$ cat src/rtl/rr_arb_pkg.sv
// Shared types, default parameters and the wrap-around winner search
// used by the round-robin delayed-grant arbiter.
package rr_arb_pkg;

  typedef enum logic [1:0] {IDLE, WAIT, GRANT, GAP} arb_state_t;

  localparam int DEF_N_REQ     = 4;
  localparam int DEF_GNT_DELAY = 2;
  localparam int DEF_MAX_HOLD  = 8;

  // Requests above N_REQ are zero-extended, so a wrap at 16 matches a wrap at N_REQ.
  function automatic logic [3:0] rr_pick(input logic [15:0] req, input logic [3:0] ptr);
    logic [3:0] idx;
    rr_pick = ptr;
    for (int i = 15; i >= 0; i--) begin
      idx = ptr + 4'(i);
      if (req[idx]) rr_pick = idx;
    end
  endfunction

endpackage

$ cat src/rtl/rr_priority_pick.sv
// Combinational wrap-around first-one finder: the first set request at or
// above the pointer, wrapping from N_REQ-1 back to 0.
module rr_priority_pick
  import rr_arb_pkg::*;
#(
  parameter int N_REQ = DEF_N_REQ
) (
  input  logic [N_REQ-1:0]         i_req,
  input  logic [$clog2(N_REQ)-1:0] i_ptr,
  output logic [$clog2(N_REQ)-1:0] o_idx,
  output logic                     o_any
);

  localparam int IW = $clog2(N_REQ);

  assign o_idx = IW'(rr_pick(16'(i_req), 4'(i_ptr)));
  assign o_any = |i_req;

endmodule

$ cat src/rtl/rr_delay_arbiter.sv
// Round-robin arbiter whose grant appears exactly GNT_DELAY sampled cycles
// after the winning request, with bounded hold, abort and a one-cycle gap.
module rr_delay_arbiter
  import rr_arb_pkg::*;
#(
  parameter int N_REQ     = DEF_N_REQ,
  parameter int GNT_DELAY = DEF_GNT_DELAY,
  parameter int MAX_HOLD  = DEF_MAX_HOLD
) (
  input  logic                     clk,
  input  logic                     rst_n,
  input  logic [N_REQ-1:0]         req,
  output logic [N_REQ-1:0]         gnt,
  output logic                     gnt_valid,
  output logic [$clog2(N_REQ)-1:0] gnt_id,
  output logic                     abort,
  output logic                     timeout
);

  localparam int IW = $clog2(N_REQ);
  localparam int HW = $clog2(MAX_HOLD + 1);
  localparam int DW = (GNT_DELAY > 1) ? $clog2(GNT_DELAY) : 1;

  arb_state_t        r_state;
  logic [IW-1:0]     r_rr_ptr;
  logic [DW-1:0]     r_dly_cnt;
  logic [HW-1:0]     r_hold_cnt;
  logic [N_REQ-1:0]  r_gnt;
  logic              r_gnt_valid;
  logic [IW-1:0]     r_gnt_id;
  logic              r_abort;
  logic              r_timeout;

  logic [IW-1:0]     w_pick;
  logic              w_any;
  logic              w_owner_req;
  logic              w_hold_done;

  rr_priority_pick #(.N_REQ(N_REQ)) u_pick (
    .i_req (req),
    .i_ptr (r_rr_ptr),
    .o_idx (w_pick),
    .o_any (w_any)
  );

  assign w_owner_req = req[r_gnt_id];
  assign w_hold_done = (r_hold_cnt == HW'(MAX_HOLD - 1));

  // Only the latched winner's request matters once arbitration has started.
  always_ff @(posedge clk or negedge rst_n) begin
    if (!rst_n) begin
      r_state     <= IDLE;
      r_rr_ptr    <= '0;
      r_dly_cnt   <= '0;
      r_hold_cnt  <= '0;
      r_gnt       <= '0;
      r_gnt_valid <= 1'b0;
      r_gnt_id    <= '0;
      r_abort     <= 1'b0;
      r_timeout   <= 1'b0;
    end else begin
      r_abort   <= 1'b0;
      r_timeout <= 1'b0;
      case (r_state)
        IDLE: begin
          if (w_any) begin
            r_gnt_id <= w_pick;
            if (GNT_DELAY == 1) begin
              r_gnt       <= N_REQ'(1) << w_pick;
              r_gnt_valid <= 1'b1;
              r_hold_cnt  <= '0;
              r_state     <= GRANT;
            end else begin
              r_dly_cnt <= DW'(GNT_DELAY - 2);
              r_state   <= WAIT;
            end
          end
        end
        WAIT: begin
          if (!w_owner_req) begin
            r_abort <= 1'b1;
            r_state <= IDLE;
          end else if (r_dly_cnt == '0) begin
            r_gnt       <= N_REQ'(1) << r_gnt_id;
            r_gnt_valid <= 1'b1;
            r_hold_cnt  <= '0;
            r_state     <= GRANT;
          end else begin
            r_dly_cnt <= r_dly_cnt - DW'(1);
          end
        end
        GRANT: begin
          r_hold_cnt <= r_hold_cnt + HW'(1);
          if (!w_owner_req || w_hold_done) begin
            r_gnt       <= '0;
            r_gnt_valid <= 1'b0;
            r_timeout   <= w_owner_req;
            r_rr_ptr    <= (r_gnt_id == IW'(N_REQ - 1)) ? '0 : r_gnt_id + IW'(1);
            r_state     <= GAP;
          end
        end
        GAP:     r_state <= IDLE;
        default: r_state <= IDLE;
      endcase
    end
  end

  assign gnt       = r_gnt;
  assign gnt_valid = r_gnt_valid;
  assign gnt_id    = r_gnt_id;
  assign abort     = r_abort;
  assign timeout   = r_timeout;

endmodule
$ cat config.mk
export PLATFORM = sky130hd
export DESIGN_NAME = rr_delay_arbiter
export DESIGN_NICKNAME = d
export VERILOG_FILES = /design/src/rtl/rr_arb_pkg.sv /design/src/rtl/rr_priority_pick.sv /design/src/rtl/rr_delay_arbiter.sv
export SDC_FILE = /design/constraint.sdc
export NUM_CORES = 1
export LEC_CHECK = 0
export ABC_CLOCK_PERIOD_IN_PS = 5550
export BUFFER_PORTS_ARGS = -buffer_cell sky130_fd_sc_hd__buf_2
export CAP_MARGIN = 20
export CORE_ASPECT_RATIO = 0.5
export CORE_MARGIN = 3
export CORE_UTILIZATION = 25
export CTS_CLUSTER_SIZE = 40
export DETAILED_ROUTE_END_ITERATION = 12
export GPL_TIMING_DRIVEN = 0
export SLEW_MARGIN = 10
export SYNTH_ARGS = -nofsm -noshare
export SYNTH_HDL_FRONTEND = slang
export SYNTH_SLANG_ARGS = --single-unit
export TNS_END_PERCENT = 5
$ cat constraint.sdc
create_clock -name clk -period 5.55 [get_ports clk]
set_input_delay 1.11 -clock clk [delete_from_list [all_inputs] [get_ports clk]]
set_output_delay 1.11 -clock clk [all_outputs]
set_load 0.03 [all_outputs]
# Yosys cells after proc, flatten, opt, wreduce, memory -nomap -nowiden
# Index checks and enable logic that the tools add are counted.
# Widths: inputs -> output; s select.
[classes]
add_sub_neg = 18
order_cmp = 17
n_eq_ne = 10
shift = 1
muxes = 75
reduce_logical = 12
[ops]
columns = ["op", "count"]
rows = [
  ["$bmux 1 s4", 15],
  ["$lt 4x5->1 const B", 12],
  ["$mux 2", 21],
  ["$mux 1", 27],
  ["$mux 4", 5],
  ["$add 2x3->4 const B", 4],
  ["$add 2x4->4 const B", 4],
  ["$pmux 4 s2", 2],
  ["$lt 3x5->1 const B", 3],
  ["$reduce_and 3->1", 3],
  ["$add 3x3->4 const B", 2],
  ["$pmux 2 s4", 1],
  ["$add 2x2->3 const B", 2],
  ["$eq 2x2->1 const B", 3],
  ["$ne 2x2->1 const B", 3],
  ["$lt 2x5->1 const B", 1],
  ["$add 3x1->4 const B", 1],
  ["$add 3x2->4 const B", 1],
  ["$add 4x1->4 const B", 1],
  ["$bmux 1 s2", 2],
  ["$eq 4x3->1 const B", 1],
  ["$pmux 1 s2", 2],
  ["$reduce_and 2->1", 2],
  ["$reduce_and 4->1", 1],
  ["other kinds (13)", 14],
]
[word_totals]
reg_bits = 18

# Longest topological paths before layout
[logic_depth]
ltp_word = 19
depth_mapped = 8

# By module
# A second synthesis with hierarchy kept.
[unflattened]
cells_unflattened = 132
area_unflattened_um2 = 1224.9
[by_module_without_submodules]
columns = ["module", "instances", "cells_each", "area_per_inst_um2", "seq_area_each_um2"]
rows = [
  ["rr_delay_arbiter", 1, 80, 888.4, 425.4],
  ["rr_priority_pick", 1, 52, 336.6, 0.0],
]

# Worst setup path before layout
# No wires, ideal clock.
[synth_timing]
kind = "input to register"
start = "input port req[3]"
end = "register r_hold_cnt[2]"
setup_time_ps = 121
arrival_time_ps = 2445
required_time_ps = 5429
setup_slack_ps = 2984
cell_stages = 7
path_buffers = 1
path_cell_list = "mux4_2 -> nand2b_4 -> buf_6 -> inv_6 -> nor2_2 -> mux2_4 -> a22o_1"
[synth_between]
elab_chain_len = 4
[synth_lines]
columns = ["element", "line_no", "rtl"]
rows = [
  ["start: declaration", "rr_delay_arbiter.sv:12", "input logic [N_REQ-1:0] req,"],
  ["$bmux 1 s2", "rr_delay_arbiter.sv:46", "assign w_owner_req = req[r_gnt_id];"],
  ["$mux 1 (implied by the code)", "rr_delay_arbiter.sv:46", ""],
  ["$ne 2x2->1 (no source line)", "n/a", ""],
  ["$reduce_and 3->1 (no source line)", "n/a", ""],
  ["end signal: assignment", "rr_delay_arbiter.sv:93", "r_hold_cnt <= r_hold_cnt + HW'(1);"],
  ["end: declaration", "rr_delay_arbiter.sv:27", "logic [HW-1:0] r_hold_cnt;"],
]
# No other way between the ends. The select of a mux whose other input is x is not followed.
# A chain may end at the register's enable or synchronous reset.

# Worst setup path after layout
# Ends and elaborated chain as after synthesis.

==> results_dict.tcl <==
set metrics [dict create \
    status "complete, no violations" \
    die_w_um 101.3 \
    yosysUniqueCellTypes 43 \
    ios 15 \
    p_per_area_mw_per_mm2 531.8 \
    cts_tree "yes" \
    r2r_start "r_rr_ptr[0]" \
    ff2ff_path_depth 8 \
    layout.area.seq_um2 425.4 \
    synth_seq_area_share_pct 37.44 \
    hold_start "r_hold_cnt[0]" \
    combPwrFrac_pct 57.8 \
    synth_top_area_share_pct 37.44 \
    numClockSinks 17 \
    yosys-top-cells-count "17 x dfrtp_1, 11 x inv_1, 10 x ha_1, 10 x o21ai_0, 8 x nor2_1" \
    synth_edf_count 0 \
    cts_buffers 3 \
    cts_buffer_depth 2 \
    hold_violations 0 \
    worstPathArrival_ps 2700 \
    slowest_stage "mux4_2" \
    synth.net_count 131 \
    irDropWorstVdd_mv 0.1093 \
    synth.most_common_cell "dfrtp_1" \
    slowest_delay_ps 570 \
    worst_pin_slew_ps 472.0 \
    drc 0 \
    intPower_w 0.0003801 \
    drive_gt1_share_pct 22.56 \
    fin_skew_ps 1.800 \
    cts_setup_buffers 0 \
    vias_per_cell 4.936 \
    fin_setup_tns_ps 0 \
    vias 923 \
    cp-start-kind "input port" \
    multi_input_area_um2 640.6 \
    nets 150 \
    grt_pass1_wl_um 4043 \
    clock_power_share_pct 13.0 \
    setup_ws_ps 2988 \
    fillCellCount 434 \
    path_delay_family "multiplexers" \
    antenna_found_initial 0 \
    hold_depth 1 \
    slew_viol_final 0 \
    fmax_mhz 390.4 \
    yosysTopAreaCell "dfrtp_1" \
    leakage_nw 0.5969 \
    syn_avg_cell_area_um2 9.879 \
    routed_wl_um 2369 \
    diodes 0 \
    synth_cells 115 \
    path_cells "buf_2, mux4_2, nand2b_4, buf_6, inv_6, nor2_2, mux2_4, a22o_1" \
    switching_share_pct 45.85 \
    endpoint_kind "register" \
    ant_nets 0 \
    dieHeight_um 53.67 \
    netlist_top_cells_area "dfrtp_1 37%, ha_1 11%, o21ai_0 4.4%" \
    clock_latency_ps 250 \
    start_util_pct 27.55 \
    row_count 16 \
    stdcell_count 187 \
    post_cts_resized 0 \
    cp_num_buf_inv 3 \
    post-dp-hpwl_um 1774 \
    dieArea_mm2 0.005438 \
    critPathRequiredTime_ps 5690 \
    dp.cells 183 \
    ys_async_sr_fraction_pct 100.0 \
    dp_slack_ps 2732 \
    synth_area_mm2 0.001136 \
    critical_path_class "input port to register" \
    ys_ff_latch 17 \
    timing.hold.ws_ps 511.2 \
    rsz0062_at_grt "false" \
    clock_tree.root_cell "clkbuf_8" \
    switchingPower_w 0.0003219 \
    min_path_type "register to register" \
    synth_warnings 0 \
    drtPass1Iterations 4 \
    max_cap_violations 0 \
    finalCoreUtilization_pct 32.01 \
    syn_to_final_growth_pct 16.19 \
    grt_overflow_total 0 \
    gp_congestion 0.7893 \
    yosys_most_used_dff "dfrtp_1" \
    timing.reg2reg.setup_slack_ps 3040 \
    min_period_over_period_pct 46.16 \
    path_max_fanout 9 \
    hold_end "r_hold_cnt[0]" \
    ctsHtreeMaxLevel 1 \
    grt_pass1_vias 863 \
    core_mm2 0.004124 \
    finalCriticalPeriod_ps 2562 \
    cts_hold_buf 0 \
    grt_use_total_pct 9.243 \
    r2r-end "gnt_id[0]" \
    drt_iter0_drc 27 \
    clk_pin_slew_worst_paths_ps 70 \
    seqPwrFrac_pct 29.2 \
    grt_max_degree 18 \
    finalSetupViolCount 0 \
    relSlewSlack_pct 68.39 \
    wire_per_inst_um 12.67 \
    portBuffers 14 \
]
-- cell usage in the layout, fill, tap and decap left out, drive strengths merged, types with 2 or more instances in the layout --
| cell type | netlist | final |
|---|---|---|
| dfrtp | 17 | 17 |
| buf | 2 | 16 |
| inv | 12 | 12 |
| o21ai | 10 | 10 |
| ha | 10 | 10 |
| nor2 | 9 | 9 |
| a21oi | 7 | 7 |
| nand2 | 6 | 6 |
| nand4b | 5 | 5 |
| clkbuf | 1 | 4 |
| mux2 | 3 | 3 |
| nand3 | 2 | 2 |
| a32oi | 2 | 2 |
| o211ai | 2 | 2 |
| o21bai | 2 | 2 |
| a21boi | 2 | 2 |
| mux4 | 2 | 2 |
| nand2b | 2 | 2 |
-- layer usage --
| metal | wire length (um) | global-route usage (%) |
|---|---|---|
| met2 | 1070 | 15.58 |
| met1 | 1211 | 12.38 |
| met3 | 62 | 1.552 |
| met5 | 0 | 0 |
| met4 | 25 | 2.649 |
-- power groups by stage --
stage	clock network, W	logic (W)	registers [W]
4_1_cts	0.0000944	0.000407	0.000205
5_1_grt	0.000104	0.000449	0.000212
3_5_place_dp	0	0.000405	0.000206
2_1_floorplan	0	0.000272	0.000243
6_report	0.0000913	0.000405	0.000205
3_3_place_gp	0	0.000398	0.000205
-- registers in the layout, summed over array words and instances (netlist names), named ones only --
| signal | count |
|---|---|
| abort | 1 |
| gnt | 4 |
| gnt_id | 2 |
| gnt_valid | 1 |
| r_hold_cnt | 4 |
| r_rr_ptr | 2 |
| r_state | 1 |
| timeout | 1 |
-- worst reg2reg max path: stages, from the launching register on --
cell	delay, ps
dfrtp_1	370
clkbuf_1	310
inv_1	200
ha_1	420
mux4_1	590
a21boi_0	200
a211oi_1	80
xnor2_1	130
a21oi_1	150
-- worst max-delay path by stage --
stage	start	end	slack, ps	cells past startpoint
floorplan	req[3]	r_hold_cnt[2]	2980	7
global placement	req[3]	r_hold_cnt[2]	2740	8
detailed placement	req[3]	r_hold_cnt[2]	2730	8
CTS	req[3]	r_hold_cnt[2]	3000	8
global route	r_rr_ptr[0]	gnt_id[0]	2850	8
finish	req[3]	r_hold_cnt[2]	2990	8
-- cell families after synthesis --
| kind of cell | synth area share [%] |
|---|---|
| buffers and inverters | 6.167 |
| adder cells (fa/ha/maj) | 11.01 |
| XOR/XNOR | 0.7711 |
| flip-flops | 37.45 |
| multiplexers | 8.480 |
| AO/OA/AOI/OAI | 19.82 |
| AND/OR/NAND/NOR | 16.30 |
-- stage by stage --
step	power [W]	instance area, um2
final	0.0007020	1320
after global routing	0.0007660	1320
after CTS	0.0007058	1320
after detailed placement	0.0006116	1274
after global placement	0.0006028	1274
after floorplan	0.0005151	1136
-- cell type report --
class | count | area share [%]
tap | 54 | 5.118
inverter | 12 | 3.791
sequential | 17 | 32.23
multi-input combinational | 83 | 48.53
buffer | 3 | 1.517
timing repair buffer | 14 | 5.308
clock inverter | 1 | 0.3791
clock buffer | 3 | 3.128
Note: power is estimated with default switching activity, not from simulation.
